### src/rtl/shift_add_multi_param_pkg.sv
`default_nettype none
// Shared encodings for iterative arithmetic units: FSM states and a
// two's-complement helper (also intended for a future divider).
package shift_add_multi_param_pkg;

  localparam int MAX_W = 64;

  typedef enum logic [1:0] {
    IDLE = 2'd0,
    CALC = 2'd1,
    DONE = 2'd2
  } state_t;

  // Callers zero-extend into MAX_W bits and cast the result back to their width.
  function automatic logic [MAX_W-1:0] twos_neg(input logic [MAX_W-1:0] v);
    return ~v + MAX_W'(1);
  endfunction

endpackage
`default_nettype wire

### src/rtl/shift_add_multi_param_step.sv
`default_nettype none
// shift_add_step: one combinational partial-product step of the shift-add
// multiplier; the upper half accumulates, the lower half holds the multiplier.
module shift_add_step #(
  parameter int WIDTH = 8
) (
  input  logic [2*WIDTH-1:0] acc_i,
  input  logic [WIDTH-1:0]   mcand_i,
  output logic [2*WIDTH-1:0] acc_o
);

  logic [WIDTH:0] w_sum;

  // The carry out of the add becomes the new MSB after the right shift.
  assign w_sum = acc_i[0] ? ({1'b0, acc_i[2*WIDTH-1:WIDTH]} + {1'b0, mcand_i})
                          :  {1'b0, acc_i[2*WIDTH-1:WIDTH]};

  assign acc_o = {w_sum, acc_i[WIDTH-1:1]};

endmodule
`default_nettype wire

### src/rtl/shift_add_multi_param.sv
`default_nettype none
// shift_add_multi_param: iterative WIDTH x WIDTH shift-add multiplier with
// optional signed operation, one partial product per clock.
module shift_add_multi_param
  import shift_add_multi_param_pkg::*;
#(
  parameter  int WIDTH     = 8,
  parameter  bit SIGNED_EN = 1'b1,
  localparam int CW        = $clog2(WIDTH + 1)
) (
  input  logic                 clk,
  input  logic                 n_rst,
  input  logic                 start,
  input  logic                 is_signed,
  input  logic [WIDTH-1:0]     multiplicand,
  input  logic [WIDTH-1:0]     multiplier,
  output logic                 busy,
  output logic                 fin,
  output logic [CW-1:0]        count,
  output logic [2*WIDTH-1:0]   product
);

  localparam int PW = 2 * WIDTH;

  state_t           state_q, state_d;
  logic [PW-1:0]    acc_q, acc_d;
  logic [WIDTH-1:0] mcand_q, mcand_d;
  logic             neg_q, neg_d;
  logic [CW-1:0]    count_q, count_d;
  logic [PW-1:0]    product_q, product_d;

  logic             w_sflag;
  logic [WIDTH-1:0] w_mag_a, w_mag_b;
  logic [PW-1:0]    w_step;
  logic [PW-1:0]    w_result;

  assign w_sflag = is_signed & SIGNED_EN;

  // -2^(WIDTH-1) negates to 2^(WIDTH-1), which still fits as an unsigned magnitude.
  assign w_mag_a = (w_sflag && multiplicand[WIDTH-1])
                 ? WIDTH'(twos_neg(MAX_W'(multiplicand))) : multiplicand;
  assign w_mag_b = (w_sflag && multiplier[WIDTH-1])
                 ? WIDTH'(twos_neg(MAX_W'(multiplier))) : multiplier;

  assign w_result = neg_q ? PW'(twos_neg(MAX_W'(w_step))) : w_step;

  shift_add_step #(.WIDTH(WIDTH)) u_step (
    .acc_i   (acc_q),
    .mcand_i (mcand_q),
    .acc_o   (w_step)
  );

  always_comb begin
    state_d   = state_q;
    acc_d     = acc_q;
    mcand_d   = mcand_q;
    neg_d     = neg_q;
    count_d   = count_q;
    product_d = product_q;
    case (state_q)
      IDLE: begin
        if (start) begin
          state_d = CALC;
          mcand_d = w_mag_a;
          acc_d   = {{WIDTH{1'b0}}, w_mag_b};
          neg_d   = w_sflag & (multiplicand[WIDTH-1] ^ multiplier[WIDTH-1]);
          count_d = '0;
        end
      end
      CALC: begin
        acc_d   = w_step;
        count_d = count_q + CW'(1);
        if (count_q == CW'(WIDTH - 1)) begin
          state_d   = DONE;
          product_d = w_result;
        end
      end
      DONE: begin
        state_d = IDLE;
        count_d = '0;
      end
      default: state_d = IDLE;
    endcase
  end

  always_ff @(posedge clk or negedge n_rst) begin
    if (!n_rst) begin
      state_q   <= IDLE;
      acc_q     <= '0;
      mcand_q   <= '0;
      neg_q     <= 1'b0;
      count_q   <= '0;
      product_q <= '0;
    end else begin
      state_q   <= state_d;
      acc_q     <= acc_d;
      mcand_q   <= mcand_d;
      neg_q     <= neg_d;
      count_q   <= count_d;
      product_q <= product_d;
    end
  end

  assign busy    = (state_q != IDLE);
  assign fin     = (state_q == DONE);
  assign count   = count_q;
  assign product = product_q;

endmodule
`default_nettype wire

### config.mk
export PLATFORM = sky130hd
export DESIGN_NAME = shift_add_multi_param
export DESIGN_NICKNAME = d
export VERILOG_FILES = /design/src/rtl/shift_add_multi_param_pkg.sv /design/src/rtl/shift_add_multi_param_step.sv /design/src/rtl/shift_add_multi_param.sv
export SDC_FILE = /design/constraint.sdc
export NUM_CORES = 1
export LEC_CHECK = 0
export BUFFER_PORTS_ARGS = -buffer_cell sky130_fd_sc_hd__buf_2
export CAP_MARGIN = 30
export CORE_ASPECT_RATIO = 0.9
export CORE_MARGIN = 5
export CORE_UTILIZATION = 58
export DETAILED_ROUTE_END_ITERATION = 8
export PLACE_DENSITY = 0.79
export SYNTH_ARGS = -nofsm -noshare
export SYNTH_HDL_FRONTEND = slang
export SYNTH_HIERARCHICAL = 1
export SYNTH_SLANG_ARGS = --single-unit
### constraint.sdc
create_clock -name clk -period 3.7 [get_ports clk]
set_clock_uncertainty 0.15 [all_clocks]
set_input_delay 0.185 -clock clk [delete_from_list [all_inputs] [get_ports clk]]
set_output_delay 0.185 -clock clk [all_outputs]
set_load 0.01 [all_outputs]
After elaboration in Yosys (flattened, before gate mapping). Index checks and enable logic that the tools add are counted.

Add/sub/neg operators: 5. Eq/ne operators: 5. Multiplexer cells: 11. Bitwise gates (word level): 5. Reductions and logical operators: 11.

Operators by type and width (count): 16-bit 2-to-1 mux (2); 16-bit one-hot mux with 2 select lines (1); 16-bit by 1-bit adder with 16-bit output, second input constant (1); 8-bit by 1-bit adder with 8-bit output, second input constant (2); 8-bit 2-to-1 mux (2); 16-bit NOT (1); 8-bit NOT (2); 4-bit one-hot mux with 3 select lines (1); 2-bit AND reduction (5); 8-bit by 8-bit adder with 9-bit output (1); 9-bit 2-to-1 mux (1); 4-bit by 1-bit adder with 4-bit output, second input constant (1); 4-bit by 3-bit == test with 1-bit output, second input constant (1); 2-bit 2-to-1 mux (2); 4-bit 2-to-1 mux (1); 2-bit != test, second input constant (2); 2-bit one-hot mux with 2 select lines (1); 2-bit nonzero test (2); 3-bit nonzero test (1); 2-bit by 1-bit == test with 1-bit output, second input constant (1); 2-bit == test, second input constant (1); 1-bit logical AND (2); 2-bit zero test (1); 1-bit AND (1); 1-bit bitwise XOR (1).

Bits in registers: 47. Input bits: 20. Output and inout port bits: 22. Logic and storage cells: 43.

Depth between registers and ports, before layout.
Depth in word-level cells: 5. Gate-level depth with buffers: 11. Depth with buffers taken out: 11.

Modules after synthesis. The synthesis kept the hierarchy.

By module, submodules not included: shift_add_multi_param (instances 1, cells an instance 257, area each 2434.8 µm², seq. area each 1176.1 µm²); shift_add_step (instances 1, cells an instance 72, area each 535.5 µm², seq. area each 0.0 µm²).

Least setup slack after synthesis. No wires, ideal clock.

Path kind: flip-flop to flip-flop. From: register acc_q[8]. To: register product_q[15], in the netlist product[15]. Library setup time: 122 ps. Arrival time: 2931 ps. Required time: 3428 ps. Path slack: 497 ps. Cell stages (with the launch flop): 11. Buffers on the path: 0. Period minus slack after synthesis: 3203 ps. Cells stage by stage: dfrtp_1 > ha_1 > inv_1 > fa_1 > xnor2_1 > mux2_2 > or4_4 > or4_4 > o41ai_4 > xor2_1 > o21ai_1.

Cells in the longest elaborated chain, start to end: 5.

RTL lines: start, declared (line shift_add_multi_param.sv:26) `logic [PW-1:0] acc_q, acc_d;`; start signal, assigned (line shift_add_multi_param.sv:89) `acc_q <= '0;`; start signal, assigned (line shift_add_multi_param.sv:96) `acc_q <= acc_d;`; 8-bit by 8-bit adder with 9-bit output (line shift_add_multi_param_step.sv:15) `assign w_sum = acc_i[0] ? ({1'b0, acc_i[2*WIDTH-1:WIDTH]} + {1'b0, mcand_i})`; 9-bit 2-to-1 mux (line shift_add_multi_param_step.sv:15); named net w_step[9] (line shift_add_multi_param.sv:34) `logic [PW-1:0] w_step;`; 16-bit NOT (line shift_add_multi_param_pkg.sv:16) `return ~v + MAX_W'(1);`; 16-bit by 1-bit adder with 16-bit output (line shift_add_multi_param_pkg.sv:16); 16-bit 2-to-1 mux (line shift_add_multi_param.sv:45) `assign w_result = neg_q ? PW'(twos_neg(MAX_W'(w_step))) : w_step;`; end signal, assigned (line shift_add_multi_param.sv:100) `product_q <= product_d;`; end, declared (line shift_add_multi_param.sv:30) `logic [PW-1:0] product_q, product_d;`.

The timed path passes the listed nets, and every way through them passes these cells. A chain may end at the register's enable or synchronous reset.

Worst setup path in the final report.
From: register acc_q[8]. To: register product_q[14], in the netlist product[14].

Same word-level chain as after synthesis.

==> results.yml <==
grt:
  grt_overflow: 0
  grt_use_total: 0.1970
  grt_max_degree: 36
  first_global_vias: 2304
  grt_pass1_wl_um: 10780
  antenna_found_initial: 0
outcome:
  status: "finished, final reports clean"
critical_path:
  start_kind: "flip-flop"
  crit_type: "flip-flop to flip-flop"
  cp-end-kind: "flip-flop"
  path_max_fanout: 4
  worstPathRequired_ns: 3.72
  crit_arrival_ns: 3.40
sta:
  hold_viol_final: 0
  tns_ns: 0
  worst_slew_pin_slew_ns: 0.5591
  maxSlewHeadroom: 0.6272
  fmax_ghz: 0.2959
  rsz0062_at_grt: "no"
  slew_viol_final: 0
  min_period_over_period: 0.9132
  layout_min_cycle_time_ns: 3.379
  setup_viol: 0
synth:
  synth.area.top_cells: "dfrtp_1 40%, o21ai_0 5.7%, xor2_1 5.3%"
  syn-num-nets: 362
  synth_largest_area_cell: "dfrtp_1"
  synthFlopType: "dfrtp_1"
  syn_inst: 329
  synth_area_um2: 2970
  synth_top_cells_by_count: "47 x dfrtp_1, 34 x o21ai_0, 29 x nand2_1"
  synth.top_cell.area_share: 0.3960
  yosys_register_bits: 47
  synth_most_common_cell: "dfrtp_1"
  async_reset_ff_frac: 1.000
  synth_edf_count: 0
  avgSynthCellArea_um2: 9.028
  yosysSeqAreaShare: 0.3960
  yosys_warnings: 6
  ys_types: 51
pwr:
  p_per_area_nw_per_um2: 913.9
  p_total_uw: 3008
  switching_share: 0.4543
  peakVddDrop_v: 0.0003156
  combPwrFrac: 0.560
  power_frac_seq: 0.334
  clkPwrFrac: 0.106
  p_leak_uw: 0.001506
  p_int_uw: 1642
  switchingPower_uw: 1367
clock_network:
  tritoncts: "built"
  clk_path_buf_depth: 2
  cts_buffers: 5
  cts_resized: 0
  insertion_delay_ns: 0.31
  cts.sinks: 47
  clkTransAtPathRegs_ns: 0.09
  h-tree-depth: 2
  clock-root-buffer: "clkbuf_8"
job:
  drv_cap: 0
floorplanning:
  fp.dieArea_um2: 6655
  core_area_um2: 4895
  die_w_um: 85.44
  rows: 24
  die_h_um: 77.89
  pin_count: 42
  initial_core_util: 0.6069
routing:
  ant_nets: 0
  wl_per_cell_um: 14.44
  wl_met2_um: 2672
  drt-total-wl_um: 6180
  top_layer: "met4"
  drt_iter0_drc: 150
  num_vias: 2446
  dr.pass1.iters: 5
  viasPerCell: 5.715
  met3_wirelength_um: 377
  met1_length_um: 3086
  drc: 0
worst_hold_path:
  hp-class: "input port to flip-flop"
placement:
  post-dp-hpwl_um: 4661
  portBuffers: 41
  gp_congestion: 0.8003
cells_and_area:
  area_growth_pct: 10.83
  regArea_um2: 1176
  multi_input_area_um2: 1592
  layout-drive-gt1-share: 0.1928
  nets: 395
  antennaDiodeCount: 0
  num-fill-cells: 412
-- stage by stage --
step | util | instance area [um2] | setup slack [ns] | cells | hold slack [ns]
floorplan | - | 2970 | 0.4967 | 329 | -0.2606
global placement | 0.6455 | 3159 | 0.4245 | 417 | 0.2677
detailed placement | 0.6495 | 3179 | 0.3224 | 418 | -0.04876
CTS | 0.6725 | 3292 | 0.3072 | 428 | 0.007595
global route | 0.6725 | 3292 | 0.1602 | 428 | 0.02003
finish | 0.6725 | 3292 | 0.3210 | 428 | 0.01414
-- registers in the layout, summed over array words and instances, names as in the netlist --
register  flops
acc_q        16
product      16
mcand_q       8
count         4
state_q       2
neg_q         1
-- cell usage in the layout (no fill, tap or decap), types with 5 or more instances in the layout --
master and n:
a22o_1 7, o31ai_1 6, o21ai_0 34, ha_1 12, nand2_1 29, nor2_1 23
nand3_1 7, xor2_1 18, a21oi_1 22, nor3_1 5, dfrtp_1 47, xnor2_1 7
buf_2 41, inv_1 20, clkbuf_8 5, or2_2 5
-- power by group through the flow --
stage	Clock [uW]	Sequential (uW)	Combinational [uW]
finish	318	1010	1690
global route	348	1050	1890
CTS	326	1000	1690
detailed placement	0	1010	1680
global placement	0	997	1610
floorplan	0	928	1380
-- path summary, 6_finish.rpt --
kind / from / end / slack (ns) / cells after the start
worst max register to register: acc_q[8] / product[14] / 0.32 / 10
worst min-delay path: multiplicand[0] / mcand_q[0] / 0.01 / 2
max in group asynchronous: n_rst / acc_q[7] / 2.75 / 3
min in group asynchronous: n_rst / acc_q[15] / 0.16 / 2
worst max-delay path: acc_q[8] / product[14] / 0.32 / 10
worst min register to register: product[12] / product[12] / 0.33 / 2
-- kinds of logic after synthesis --
family                   Yosys count  share of synthesized area
AO/OA/AOI/OAI                     99                     0.2153
AND/OR/NAND/NOR                   97                     0.1676
flip-flops                        47                     0.3960
buffers and inverters             42                    0.06824
XOR/XNOR                          25                    0.07372
adder cells (fa/ha/maj)           13                    0.05729
multiplexers                       6                    0.02190
-- cell type report --
class | instances | area share
inverters | 20 | 0.02280
clock inverters | 3 | 0.007222
clock buffers | 5 | 0.02090
well taps | 65 | 0.02471
repair buffers | 48 | 0.08362
multi-input cells | 240 | 0.4835
flip-flops and latches | 47 | 0.3573
-- timing repair --
item | CTS | global route
buffers inserted | 0 | 0
hold endpoints to repair | 48 | 0
hold buffers | 2 | 0
-- metal layers --
metal | vias to the layer above | global-route usage
li1 | 1235 | -
met1 | 1141 | 0.2962
met2 | 63 | 0.2997
met3 | 7 | 0.03284
met4 | 0 | 0.03956
met5 | - | 0
-- critical path: stages, from the launching register on --
cell and delay, ns:
dfrtp_1 0.37, ha_1 0.20, inv_1 0.07, fa_1 0.43, xnor2_1 0.15, mux2_2 0.30
or4_4 0.56, or4_4 0.46, o31ai_1 0.29, xor2_1 0.18, o21ai_0 0.10
No activity file was read; power rests on OpenSTA's default activity.
